===== config.mk =====
export PLATFORM = sky130hd
export DESIGN_NAME = pong_game_sequencer_flat
export DESIGN_NICKNAME = d
export VERILOG_FILES = /design/src/rtl/pong_game_sequencer_if.sv /design/src/rtl/pong_game_sequencer.sv /design/src/flat_wrapper.sv
export SDC_FILE = /design/constraint.sdc
export NUM_CORES = 1
export LEC_CHECK = 0
export BUFFER_PORTS_ARGS = -buffer_cell sky130_fd_sc_hd__clkbuf_2
export CORE_ASPECT_RATIO = 1.1
export CORE_MARGIN = 2
export CORE_UTILIZATION = 48
export CTS_CLUSTER_SIZE = 30
export DETAILED_ROUTE_END_ITERATION = 8
export GPL_TIMING_DRIVEN = 0
export PLACE_DENSITY = 0.76
export SETUP_SLACK_MARGIN = 0.02
export SYNTH_ARGS = -nofsm -noshare
export SYNTH_HDL_FRONTEND = slang
export SYNTH_SLANG_ARGS = --single-unit
export TNS_END_PERCENT = 100

===== constraint.sdc =====
create_clock -name clk -period 2.15 [get_ports clk]
set_clock_uncertainty 0.1 [all_clocks]
set_input_delay 0.3225 -clock clk [delete_from_list [all_inputs] [get_ports clk]]
set_output_delay 0.3225 -clock clk [all_outputs]
set_load 0.05 [all_outputs]

===== src/rtl/pong_game_sequencer_if.sv =====
// Pong sequencer bus: scan position and widget coverage flags toward the
// sequencer, widget control strobes and score/status back out of it.
interface pong_game_sequencer_if;
  logic [10:0] X;
  logic [10:0] Y;
  logic        start;
  logic        ballYes;
  logic        leftYes;
  logic        rightYes;
  logic        ballEnable;
  logic        paddleEnable;
  logic        ballReset;
  logic        paddleHit;
  logic [3:0]  scoreLeft;
  logic [3:0]  scoreRight;
  logic        gameOver;
  logic [2:0]  state;

  modport master (
    output X, Y, start, ballYes, leftYes, rightYes,
    input  ballEnable, paddleEnable, ballReset, paddleHit,
    input  scoreLeft, scoreRight, gameOver, state
  );

  modport slave (
    input  X, Y, start, ballYes, leftYes, rightYes,
    output ballEnable, paddleEnable, ballReset, paddleHit,
    output scoreLeft, scoreRight, gameOver, state
  );
endinterface


===== src/rtl/pong_game_sequencer.sv =====
// Frame-level pong controller: derives a once-per-frame tick from the scan
// position, latches ball/paddle/edge overlaps seen during the visible frame,
// and runs the serve/play/point/game-over sequence with saturating scores.
module pong_game_sequencer #(
  parameter int TICK_X       = 0,
  parameter int TICK_Y       = 600,
  parameter int RIGHT_EDGE   = 799,
  parameter int SERVE_FRAMES = 60,
  parameter int POINT_FRAMES = 90,
  parameter int WIN_SCORE    = 9
) (
  input  logic clk,
  input  logic reset,
  pong_game_sequencer_if.slave bus
);

  typedef enum logic [2:0] {
    IDLE     = 3'd0,
    SERVE    = 3'd1,
    PLAY     = 3'd2,
    POINT    = 3'd3,
    GAMEOVER = 3'd4
  } state_t;

  localparam logic [10:0] TICK_X_C     = 11'(TICK_X);
  localparam logic [10:0] TICK_Y_C     = 11'(TICK_Y);
  localparam logic [10:0] RIGHT_C      = 11'(RIGHT_EDGE);
  localparam logic [10:0] VISIBLE_ROWS = 11'd600;
  localparam logic [7:0]  SERVE_LAST   = 8'(SERVE_FRAMES - 1);
  localparam logic [7:0]  POINT_LAST   = 8'(POINT_FRAMES - 1);
  localparam logic [3:0]  WIN_C        = 4'(WIN_SCORE);

  logic       tickCond;
  logic       tick;
  logic       startRise;
  logic       tickCond_q;
  logic       start_q;
  logic       hitL_q;
  logic       hitR_q;
  logic       hitP_q;
  state_t     state_q;
  logic [7:0] frameCnt_q;
  logic [3:0] scoreLeft_q;
  logic [3:0] scoreRight_q;
  logic       ballEnable_q;
  logic       paddleEnable_q;
  logic       paddleHit_q;
  logic       ballReset_q;
  logic       gameOver_q;

  // A stalled scan position keeps tickCond high, so only its first cycle ticks.
  assign tickCond  = (bus.X == TICK_X_C) && (bus.Y == TICK_Y_C);
  assign tick      = tickCond && !tickCond_q;
  assign startRise = bus.start && !start_q;

  function automatic logic [3:0] satInc(input logic [3:0] s);
    return (s < WIN_C) ? s + 4'd1 : s;
  endfunction

  // One-cycle history of the tick condition and the start level for edge detection.
  always_ff @(posedge clk or negedge reset) begin
    if (!reset) begin
      tickCond_q <= 1'b0;
      start_q    <= 1'b0;
    end else begin
      tickCond_q <= tickCond;
      start_q    <= bus.start;
    end
  end

  // Overlap events collected over the visible frame, consumed and cleared at the tick.
  always_ff @(posedge clk or negedge reset) begin
    if (!reset) begin
      hitL_q <= 1'b0;
      hitR_q <= 1'b0;
      hitP_q <= 1'b0;
    end else if (tick) begin
      hitL_q <= 1'b0;
      hitR_q <= 1'b0;
      hitP_q <= 1'b0;
    end else if (bus.Y < VISIBLE_ROWS) begin
      if (bus.ballYes && (bus.X == 11'd0))                 hitL_q <= 1'b1;
      if (bus.ballYes && (bus.X == RIGHT_C))               hitR_q <= 1'b1;
      if (bus.ballYes && (bus.leftYes || bus.rightYes))    hitP_q <= 1'b1;
    end
  end

  // Game sequencer with registered strobes, ball reset level and scores.
  always_ff @(posedge clk or negedge reset) begin
    if (!reset) begin
      state_q        <= IDLE;
      frameCnt_q     <= 8'd0;
      scoreLeft_q    <= 4'd0;
      scoreRight_q   <= 4'd0;
      ballEnable_q   <= 1'b0;
      paddleEnable_q <= 1'b0;
      paddleHit_q    <= 1'b0;
      ballReset_q    <= 1'b1;
      gameOver_q     <= 1'b0;
    end else begin
      ballEnable_q   <= 1'b0;
      paddleEnable_q <= 1'b0;
      paddleHit_q    <= 1'b0;
      case (state_q)
        IDLE: begin
          if (bus.start) begin
            state_q      <= SERVE;
            scoreLeft_q  <= 4'd0;
            scoreRight_q <= 4'd0;
            frameCnt_q   <= 8'd0;
            ballReset_q  <= 1'b0;
          end
        end
        SERVE: begin
          if (tick) begin
            paddleEnable_q <= 1'b1;
            if (frameCnt_q == SERVE_LAST) begin
              state_q    <= PLAY;
              frameCnt_q <= 8'd0;
            end else begin
              frameCnt_q <= frameCnt_q + 8'd1;
            end
          end
        end
        PLAY: begin
          if (tick) begin
            paddleEnable_q <= 1'b1;
            ballEnable_q   <= 1'b1;
            paddleHit_q    <= hitP_q;
            if (hitL_q) begin
              scoreRight_q <= satInc(scoreRight_q);
              state_q      <= POINT;
              frameCnt_q   <= 8'd0;
              ballReset_q  <= 1'b1;
            end else if (hitR_q) begin
              scoreLeft_q  <= satInc(scoreLeft_q);
              state_q      <= POINT;
              frameCnt_q   <= 8'd0;
              ballReset_q  <= 1'b1;
            end
          end
        end
        POINT: begin
          if (tick) begin
            paddleEnable_q <= 1'b1;
            if (frameCnt_q == POINT_LAST) begin
              frameCnt_q <= 8'd0;
              if ((scoreLeft_q == WIN_C) || (scoreRight_q == WIN_C)) begin
                state_q    <= GAMEOVER;
                gameOver_q <= 1'b1;
              end else begin
                state_q     <= SERVE;
                ballReset_q <= 1'b0;
              end
            end else begin
              frameCnt_q <= frameCnt_q + 8'd1;
            end
          end
        end
        GAMEOVER: begin
          if (startRise) begin
            state_q      <= SERVE;
            scoreLeft_q  <= 4'd0;
            scoreRight_q <= 4'd0;
            frameCnt_q   <= 8'd0;
            gameOver_q   <= 1'b0;
            ballReset_q  <= 1'b0;
          end
        end
        default: begin
          state_q     <= IDLE;
          ballReset_q <= 1'b1;
          gameOver_q  <= 1'b0;
        end
      endcase
    end
  end

  assign bus.ballEnable   = ballEnable_q;
  assign bus.paddleEnable = paddleEnable_q;
  assign bus.paddleHit    = paddleHit_q;
  assign bus.ballReset    = ballReset_q;
  assign bus.gameOver     = gameOver_q;
  assign bus.scoreLeft    = scoreLeft_q;
  assign bus.scoreRight   = scoreRight_q;
  assign bus.state        = state_q;

endmodule


===== src/flat_wrapper.sv =====
// flat-port wrapper written by rule: the top's interface ports become plain ports
module pong_game_sequencer_flat 
#(
  parameter int TICK_X       = 0,
  parameter int TICK_Y       = 600,
  parameter int RIGHT_EDGE   = 799,
  parameter int SERVE_FRAMES = 60,
  parameter int POINT_FRAMES = 90,
  parameter int WIN_SCORE    = 9
)
  (clk, reset, bus_X, bus_Y, bus_start, bus_ballYes, bus_leftYes, bus_rightYes, bus_ballEnable, bus_paddleEnable, bus_ballReset, bus_paddleHit, bus_scoreLeft, bus_scoreRight, bus_gameOver, bus_state);
  pong_game_sequencer_if bus_i ();
  input  logic clk;
  input  logic reset;
  input wire logic [$bits(bus_i.X)-1:0] bus_X;
  input wire logic [$bits(bus_i.Y)-1:0] bus_Y;
  input wire logic [$bits(bus_i.start)-1:0] bus_start;
  input wire logic [$bits(bus_i.ballYes)-1:0] bus_ballYes;
  input wire logic [$bits(bus_i.leftYes)-1:0] bus_leftYes;
  input wire logic [$bits(bus_i.rightYes)-1:0] bus_rightYes;
  output wire logic [$bits(bus_i.ballEnable)-1:0] bus_ballEnable;
  output wire logic [$bits(bus_i.paddleEnable)-1:0] bus_paddleEnable;
  output wire logic [$bits(bus_i.ballReset)-1:0] bus_ballReset;
  output wire logic [$bits(bus_i.paddleHit)-1:0] bus_paddleHit;
  output wire logic [$bits(bus_i.scoreLeft)-1:0] bus_scoreLeft;
  output wire logic [$bits(bus_i.scoreRight)-1:0] bus_scoreRight;
  output wire logic [$bits(bus_i.gameOver)-1:0] bus_gameOver;
  output wire logic [$bits(bus_i.state)-1:0] bus_state;
  assign bus_i.X = bus_X;
  assign bus_i.Y = bus_Y;
  assign bus_i.start = bus_start;
  assign bus_i.ballYes = bus_ballYes;
  assign bus_i.leftYes = bus_leftYes;
  assign bus_i.rightYes = bus_rightYes;
  assign bus_ballEnable = bus_i.ballEnable;
  assign bus_paddleEnable = bus_i.paddleEnable;
  assign bus_ballReset = bus_i.ballReset;
  assign bus_paddleHit = bus_i.paddleHit;
  assign bus_scoreLeft = bus_i.scoreLeft;
  assign bus_scoreRight = bus_i.scoreRight;
  assign bus_gameOver = bus_i.gameOver;
  assign bus_state = bus_i.state;
  pong_game_sequencer #(.TICK_X(TICK_X), .TICK_Y(TICK_Y), .RIGHT_EDGE(RIGHT_EDGE), .SERVE_FRAMES(SERVE_FRAMES), .POINT_FRAMES(POINT_FRAMES), .WIN_SCORE(WIN_SCORE)) u_core (.clk(clk), .reset(reset), .bus(bus_i));
endmodule

# --- After elaboration in Yosys (flattened, before gate mapping) ---
# Cells that the tools add are included.
classes:
  bitwise: 2
  n_eq_ne: 25
  n_reduce_logical: 29
  n_lt_le_gt_ge: 3
  add_sub_neg: 3
  muxes: 59
op_table:
  columns: ["op", "count"]
  rows:
  - ["two-way mux 8 bit", 9]
  - ["one-hot mux 8 bit (5 select lines)", 1]
  - ["two-way mux 4 bit", 9]
  - ["two-way mux 3 bit", 10]
  - ["two-way mux 1 bit", 25]
  - ["one-hot mux 4 bit (3 select lines)", 2]
  - ["== test 11 x 10 -> 1 bit, second input constant", 2]
  - ["!= test 2 x 1 -> 1 bit, second input constant", 11]
  - ["AND reduction 8 bit", 2]
  - ["one-hot mux 3 bit (5 select lines)", 1]
  - ["AND reduction 7 bit", 2]
  - ["zero test 11 bit", 1]
  - ["< comparator 11 x 10 -> 1 bit, second input constant", 1]
  - ["adder 4 x 1 -> 4 bit, second input constant", 2]
  - ["adder 8 x 1 -> 8 bit, second input constant", 1]
  - ["== test 4 bit, second input constant", 2]
  - ["== test 8 x 6 -> 1 bit, second input constant", 1]
  - ["== test 8 x 7 -> 1 bit, second input constant", 1]
  - ["< comparator 4 bit, second input constant", 2]
  - ["nonzero test 2 bit", 4]
  - ["== test 3 x 2 -> 1 bit, second input constant", 2]
  - ["logical AND 1 bit", 6]
  - ["!= test 2 bit, second input constant", 3]
  - ["AND reduction 2 bit", 3]
  - ["other kinds (14)", 18]
word_totals:
  output_inout_bits: 16
  elab_cells: 135
  in_bits: 28
  register_bits: 29

# --- Longest topological paths before layout ---
# Gate-level depths: netlist of the first run.
logic_depth:
  word_depth: 6
  ltp_mapped: 8
  ltp_nobuf: 7

# --- Worst setup path before layout of the first run ---
# No wires, ideal clock.
synth_timing:
  kind: "register to register"
  start: "register u_core.state_q[1], in the netlist u_core.bus.state[1]"
  end: "register u_core.scoreLeft_q[0], in the netlist u_core.bus.scoreLeft[0]"
  path_buffers: 2
  arrival_ns: 2.166
  period_less_slack_ns: 2.394
  stages_incl_launch_ff: 8
  setup_ns: 0.128
  required_time_ns: 1.922
  setup_slack_ns: -0.244
  cell_sequence: "dfrtp_1 -> buf_2 -> or3b_2 -> buf_2 -> a2111oi_4 -> nor2_1 -> a21oi_1 -> o21ai_0"
synth_via:
  elab_chain_len: 3
  elab_cells_between_ends: 12
  cone_classes: "8 x eq/ne; 1 x mux; 3 x reduce/logical"
synth_rtl:
  columns: ["item", "line_no", "rtl"]
  rows:
  - ["start: declaration", "pong_game_sequencer.sv:41", "state_t state_q;"]
  - ["start signal: assignment", "pong_game_sequencer.sv:91", "state_q <= IDLE;"]
  - ["start signal: assignment", "pong_game_sequencer.sv:107", "state_q <= SERVE;"]
  - ["start signal: assignment", "pong_game_sequencer.sv:118", "state_q <= PLAY;"]
  - ["== test 3 x 2 -> 1 bit (tied with other cells)", "pong_game_sequencer.sv:104", "case (state_q)"]
  - ["!= test 2 bit (no line) (tied with other cells)", null, null]
  - ["AND reduction 7 bit (no line)", null, null]
  - ["end signal: assignment", "pong_game_sequencer.sv:136", "scoreLeft_q <= satInc(scoreLeft_q);"]
  - ["end: declaration", "pong_game_sequencer.sv:43", "logic [3:0] scoreLeft_q;"]
# Parallel ways exist; a longest one is shown, timed or not.
# A chain may end at the register's enable or synchronous reset.

# --- Final worst setup path of the first run ---
layout_timing:
  start: "register u_core.frameCnt_q[1]"
  end: "register u_core.ballReset_q, in the netlist u_core.bus.ballReset"
layout_via:
  elab_chain_len: 3
layout_rtl:
  columns: ["item", "line_no", "rtl"]
  rows:
  - ["start: declaration", "pong_game_sequencer.sv:42", "logic [7:0] frameCnt_q;"]
  - ["start signal: assignment", "pong_game_sequencer.sv:121", "frameCnt_q <= frameCnt_q + 8'd1;"]
  - ["start signal: assignment", "pong_game_sequencer.sv:156", "frameCnt_q <= frameCnt_q + 8'd1;"]
  - ["== test 8 x 7 -> 1 bit", "pong_game_sequencer.sv:146", "if (frameCnt_q == POINT_LAST) begin"]
  - ["!= test 2 x 1 -> 1 bit (no line)", null, null]
  - ["AND reduction 8 bit (no line)", null, null]
  - ["end signal: assignment", "pong_game_sequencer.sv:139", "ballReset_q <= 1'b1;"]
  - ["end signal: assignment", "pong_game_sequencer.sv:153", "ballReset_q <= 1'b0;"]
  - ["end signal: assignment", "pong_game_sequencer.sv:167", "ballReset_q <= 1'b0;"]
  - ["end: declaration", "pong_game_sequencer.sv:48", "logic ballReset_q;"]
# No other way between the ends.

==> flow_summary_export.csv, run 1 <==
group,metric,value,unit
placement,dp_hpwl,3265,µm
grt,grt_pass1_vias,1694,
synthesis,synthDistinctLibCells,57,
grt,grt_overflow,0,
critical_path,r2r_start,"u_core.frameCnt_q[1]",
final_layout,nFillCells,355,
critical_path,cp-end-kind,"flop",
timing,worst_pin_slew,826.7,ps
synthesis,synth_top_area_frac,0.3748,
drt,dr_wl_met2,2289,µm
die,die_area,4410,µm²
status,outcome,"complete, but fails checks",
timing,slew_viol_final,0,
synthesis,synth_area_leaders,"dfrtp_1 37%, ha_1 5.4%, nand3_1 5.1%",
clock_tree,clockBufferDepth,2,
synthesis,async_flop_share,1.000,
die,ios,44,
clock_tree,insertion_delay,290,ps
timing,rsz0062_at_grt,"true",
critical_path,path_buf_inv,1,
power,irDropWorstVdd,0.0003544,V
critical_path,critical_path.top_delay_family,"simple AND/OR/NAND/NOR gates",
timing,min_period,2121,ps
synthesis,syn_area,1869,µm²
final_layout,syn_to_final_growth,24.16,%
synthesis,avgSynthCellArea,9.393,µm²
synthesis,synth_compound_area_frac,0.2001,
synthesis,synth_xor_area_frac,0.004685,
synthesis,synth_edf_count,0,
synthesis,synth_seq_area_share,0.3889,
drt,top_layer,"met4",
timing,hold_viol_final,28,
synthesis,synth_nets,235,
drt,first_pass_iters,4,
final_layout,num_antenna_cells,0,
drt,routed-wl-met3,294,µm
die,die_y,69.45,µm
placement,portBuffers,43,
critical_path,startpoint_type,"flop",
clock_tree,clkSinkCount,29,
critical_path,cp.arrival,2250,ps
drt,route.detailed.drc,0,
power,power_density,454.4,nW/µm²
synthesis,synth_top_family_by_area,"simple AND/OR/NAND/NOR gates",
drt,drt-total-wl,4591,µm
timing,fmax,0.4714,GHz
synthesis,synth_fa_ha_area_frac,0.05355,
synthesis,yosysTopAreaCell,"dfrtp_1",
die,row_count,23,
placement,gp_congestion,0.7999,
synthesis,yosys.area_share.simple,0.2892,
critical_path,cp_data_required_time,2280,ps
grt,antenna_found_initial,0,
final_layout,final_cell_mix,"43 x clkbuf_2, 24 x dfrtp_1, 19 x nand3_1, 12 x nor2_1, 10 x nand2_1",
die,initial_core_util,0.5075,
timing,relSlewSlack,0.4446,
timing,post-route-worst-setup-slack,28.60,ps
drt,wl_per_cell,15.10,µm
placement,pre_cts_ws,-260.6,ps
final_layout,layout.cells.non_filler,304,
synthesis,synthMuxAreaShare,0.01606,
final_layout,fin_util,0.6301,
critical_path,cp_cell_sequence,"inv_1 > ha_2 > nand3b_1 > or4_4 > or3_1 > a221oi_2 > o221a_2",
timing,final-setup-viol-count,0,
final_layout,nets,289,
status,violations,"hold timing",
grt,grt_pass1_wl,7900,µm
critical_path,critPathMaxStageDelay,440,ps
synthesis,yosys_warnings,0,
critical_path,criticalPathCategory,"reg -> reg",
drt,vias,1804,
synthesis,ys_ff_latch,29,
synthesis,synthCells,199,
placement,placed_cells_incl_taps,292,
critical_path,critPathLaunch,"u_core.frameCnt_q[1]",
drt,ant_nets,0,
clock_tree,clk_pin_slew_worst_paths,60,ps
final_layout,mostFrequentLayoutCell,"clkbuf_2",
power,p_leak,1.012,nW
final_layout,drive_gt1_frac,0.3346,
job,drv_cap,0,
grt,grt_start_max_net_pins,30,
min_path,hold_path_class,"in -> async",
synthesis,synth_ff_type,"dfrtp_1",
die,die_w,63.50,µm
drt,drt_iter0_drc,91,
power,finalPower,0.001055,W
timing,fin_crit_sh,0.9867,
clock_tree,ctsHtreeMaxLevel,2,
grt,track_usage,0.2270,
clock_tree,tritoncts,"built",
critical_path,critPathMaxFanout,4,
timing,fin_hold_ws,-20.02,ps
clock_tree,root_buffer,"clkbuf_8",
critical_path,crit_path_top_delay_cell,"or4_4",
drt,wl_met1,1938,µm
clock_tree,cts_made_buffers,5,
die,core_area,3684,µm²
drt,drt-vias-per-instance,5.934,
[synthesized netlist by cell type (4+ instances only)]
master,instances
nand2_1,10
inv_1,9
nand3_1,19
o21ai_0,7
a2bb2oi_1,4
nand4_1,5
nor2_1,14
ha_1,8
dfrtp_1,28
a21oi_1,9
nor3_1,8
nor4_1,5
nand2b_1,6
[through the flow]
stage / area (µm²) / setup TNS [ps]
2_1_floorplan: 1883 / 0
3_3_place_gp: 2161 / -2723
3_5_place_dp: 2161 / -3544
4_1_cts: 2281 / 0
5_1_grt: 2321 / -101.7
6_report: 2321 / 0
[sequential cells by signal, summed over array words and instances (netlist names)]
register and cells:
u_core.start_q 1, u_core.bus.ballReset 1, u_core.bus.ballEnable 1, u_core.hitP_q 1, u_core.bus.scoreRight 4, u_core.bus.state 3
u_core.hitL_q 1, u_core.bus.paddleEnable 1, u_core.hitR_q 1, u_core.bus.gameOver 1, u_core.bus.paddleHit 1, u_core.frameCnt_q 8
u_core.bus.scoreLeft 4, u_core.tickCond_q 1
[layout make-up]
type	count	area, µm²	area share
clock buffers	8	80.08	0.03450
repair buffers	47	245.2	0.1057
inverters	9	33.78	0.01456
plain buffers	9	60.06	0.02588
well taps	50	62.56	0.02695
flip-flops and latches	29	732.0	0.3154
multi-input cells	152	1107	0.4771
[kinds of logic after synthesis]
| kind of cell | count (synthesis) |
|---|---|
| buf+inv | 18 |
| flops | 29 |
| fa+ha+maj | 8 |
| simple gates | 92 |
| mux | 3 |
| xor+xnor | 1 |
| compound gates | 48 |
[where the power goes]
| part | switching, W | internal [W] |
|---|---|---|
| clock network | 0.000205 | 0.000229 |
| registers | 0.00000378 | 0.000550 |
| logic | 0.0000383 | 0.0000285 |
[layer usage]
metal,GRT usage,up-vias
met5,0,-
met4,0.07488,0
met3,0.05519,7
met2,0.3825,66
met1,0.2833,876
li1,-,855
[final timing paths]
check                      slack (ps)  cells past startpoint                       to
max                                30                      7     u_core.bus.ballReset
min                               -20                      1           u_core.start_q
max reg2reg                        30                      7     u_core.bus.ballReset
min reg2reg                       410                      2     u_core.bus.paddleHit
max in group asynchronous        1450                      1  u_core.bus.scoreLeft[1]
min in group clk                   60                      1           u_core.start_q
[repair_timing]
action / in CTS / in global routing
endpoints found under the setup margin: 15 / 12
gates resized for setup: 5 / 10
hold buffers: 0 / 0
buffers inserted: 2 / 2
pin swaps: 2 / 4
Power figures use the tool's default switching activity.
==> run 2, diff against run 1 <==
- REMOVE_ABC_BUFFERS: unset -> 1
- SLEW_MARGIN: unset -> 5
==> run 2 against run 1 <==
The run still ends with hold timing left. Largest cell class unchanged. Flip-flop and latch count unchanged. Design area decreased by 0.59%. Sequential power about the same. Critical path depth unchanged. Cell count decreased by 3.0%. Setup slack got worse by 12 ps. Count of clock-buffer cells in the layout decreased by 1.
==> flow_summary_export.csv, run 2 (synthesized netlist as in run 1, its figures left out) <==
group,metric,value,unit
die,die_y,69.45,µm
status,violations,"hold timing",
power,power_density,464.7,nW/µm²
timing,min_period,2134,ps
critical_path,cp-end-kind,"flop",
timing,fin_crit_sh,0.9925,
timing,final-setup-viol-count,0,
timing,post-route-worst-setup-slack,16.17,ps
drt,drt-total-wl,4415,µm
grt,grt_pass1_vias,1679,
final_layout,drive_gt1_frac,0.3306,
clock_tree,clockBufferDepth,2,
timing,hold_viol_final,28,
clock_tree,clkSinkCount,29,
die,row_count,23,
timing,worst_pin_slew,729.2,ps
drt,first_pass_iters,4,
drt,drt_iter0_drc,90,
critical_path,cp_data_required_time,2270,ps
die,die_w,63.50,µm
timing,fmax,0.4686,GHz
drt,wl_per_cell,14.97,µm
final_layout,largest_register,"u_core.frameCnt_q",
critical_path,startpoint_type,"flop",
grt,antenna_found_initial,0,
final_layout,mostFrequentLayoutCell,"clkbuf_2",
critical_path,critPathMaxFanout,4,
placement,pre_cts_ws,-501.0,ps
timing,relSlewSlack,0.5139,
timing,tns,0,ps
placement,portBuffers,43,
final_layout,nets,281,
critical_path,criticalPathCategory,"reg -> reg",
placement,gp_congestion,0.8342,
final_layout,largest_reg_flops,8,
timing,slew_viol_final,0,
job,drv_cap,0,
status,outcome,"complete, but fails checks",
final_layout,final_cell_mix,"42 x clkbuf_2, 25 x dfrtp_1, 19 x nand3_1, 13 x nor2_1, 10 x nand2_1",
power,p_leak,1.019,nW
final_layout,syn_to_final_growth,23.43,%
clock_tree,root_buffer,"clkbuf_8",
final_layout,num_antenna_cells,0,
clock_tree,clk_pin_slew_worst_paths,60,ps
placement,dp_hpwl,3142,µm
die,initial_core_util,0.5075,
clock_tree,cts_made_buffers,5,
drt,vias,1716,
critical_path,cp.arrival,2260,ps
power,irDropWorstVdd,0.0003472,V
min_path,hold_path_class,"in -> async",
grt,grt_overflow,0,
grt,grt_pass1_wl,7617,µm
drt,route.detailed.drc,0,
clock_tree,insertion_delay,280,ps
die,ios,44,
die,die_area,4410,µm²
clock_tree,tritoncts,"built",
drt,ant_nets,0,
die,core_area,3684,µm²
drt,drt-vias-per-instance,5.817,
clock_tree,ctsHtreeMaxLevel,2,
grt,grt_start_max_net_pins,30,
timing,rsz0062_at_grt,"true",
timing,fin_hold_ws,-9.004,ps
grt,track_usage,0.2148,
==> run 2: cell type report <==
| cell class | instances | area [µm²] |
|---|---|---|
| Tap cell | 50 | 62.56 |
| Inverter | 9 | 33.78 |
| Timing Repair Buffer | 48 | 262.8 |
| Sequential cell | 29 | 730.7 |
| Clock buffer | 7 | 86.33 |
| Multi-Input combinational cell | 152 | 1131 |
| Fill cell | 337 | 1376 |
==> run 2: worst max-delay path, cell delays in order, from the launching register on <==
cell      delay (ps)
dfrtp_1          410
inv_1             70
ha_2             170
nand3b_1          70
or4_4            440
or3_4            340
a221oi_2         240
o221a_2          230
==> run 2: worst paths after layout <==
check | start | endpoint | slack (ps) | cells past startpoint
setup / recovery | u_core.frameCnt_q[1] | u_core.bus.ballReset | 20 | 7
hold / removal | reset | u_core.start_q | -9 | 1
setup reg to reg | u_core.frameCnt_q[1] | u_core.bus.ballReset | 20 | 7
hold reg to reg | u_core.hitP_q | u_core.hitP_q | 410 | 2
max in group asynchronous | reset | u_core.bus.state[1] | 1450 | 1
min in group clk | bus_start | u_core.start_q | 70 | 1
==> run 2: where the power goes <==
group          internal (W)  switching [W]  leakage [nW]
Sequential         0.000550     0.00000376         0.353
Clock              0.000253       0.000196        0.0443
Combinational     0.0000299      0.0000389         0.621
Total              0.000833       0.000239          1.02
==> run 2: routing by layer <==
layer,wire (µm),GRT usage,vias to the layer above
li1,-,-,839
met2,2165,0.3509,47
met5,0,0,-
met3,194,0.05844,8
met4,63,0.07488,0
met1,1991,0.2722,822
==> run 2: stage by stage <==
step / total power (W) / cell area (µm²) / cells / utilization
2_1_floorplan: 0.0005881 / 1814 / 190 / -
3_3_place_gp: 0.0006292 / 2092 / 283 / 0.5679
3_5_place_dp: 0.0006315 / 2092 / 283 / 0.5679
4_1_cts: 0.001084 / 2242 / 292 / 0.6087
5_1_grt: 0.001118 / 2307 / 295 / 0.6264
6_report: 0.001072 / 2307 / 295 / 0.6264
==> run 2: what timing repair did <==
| item | in CTS | in global routing |
|---|---|---|
| gates resized for setup | 13 | 10 |
| endpoints found under the setup margin | 19 | 13 |
| buffers inserted | 2 | 3 |
| hold buffers | 0 | 0 |
| pin swaps | 1 | 8 |
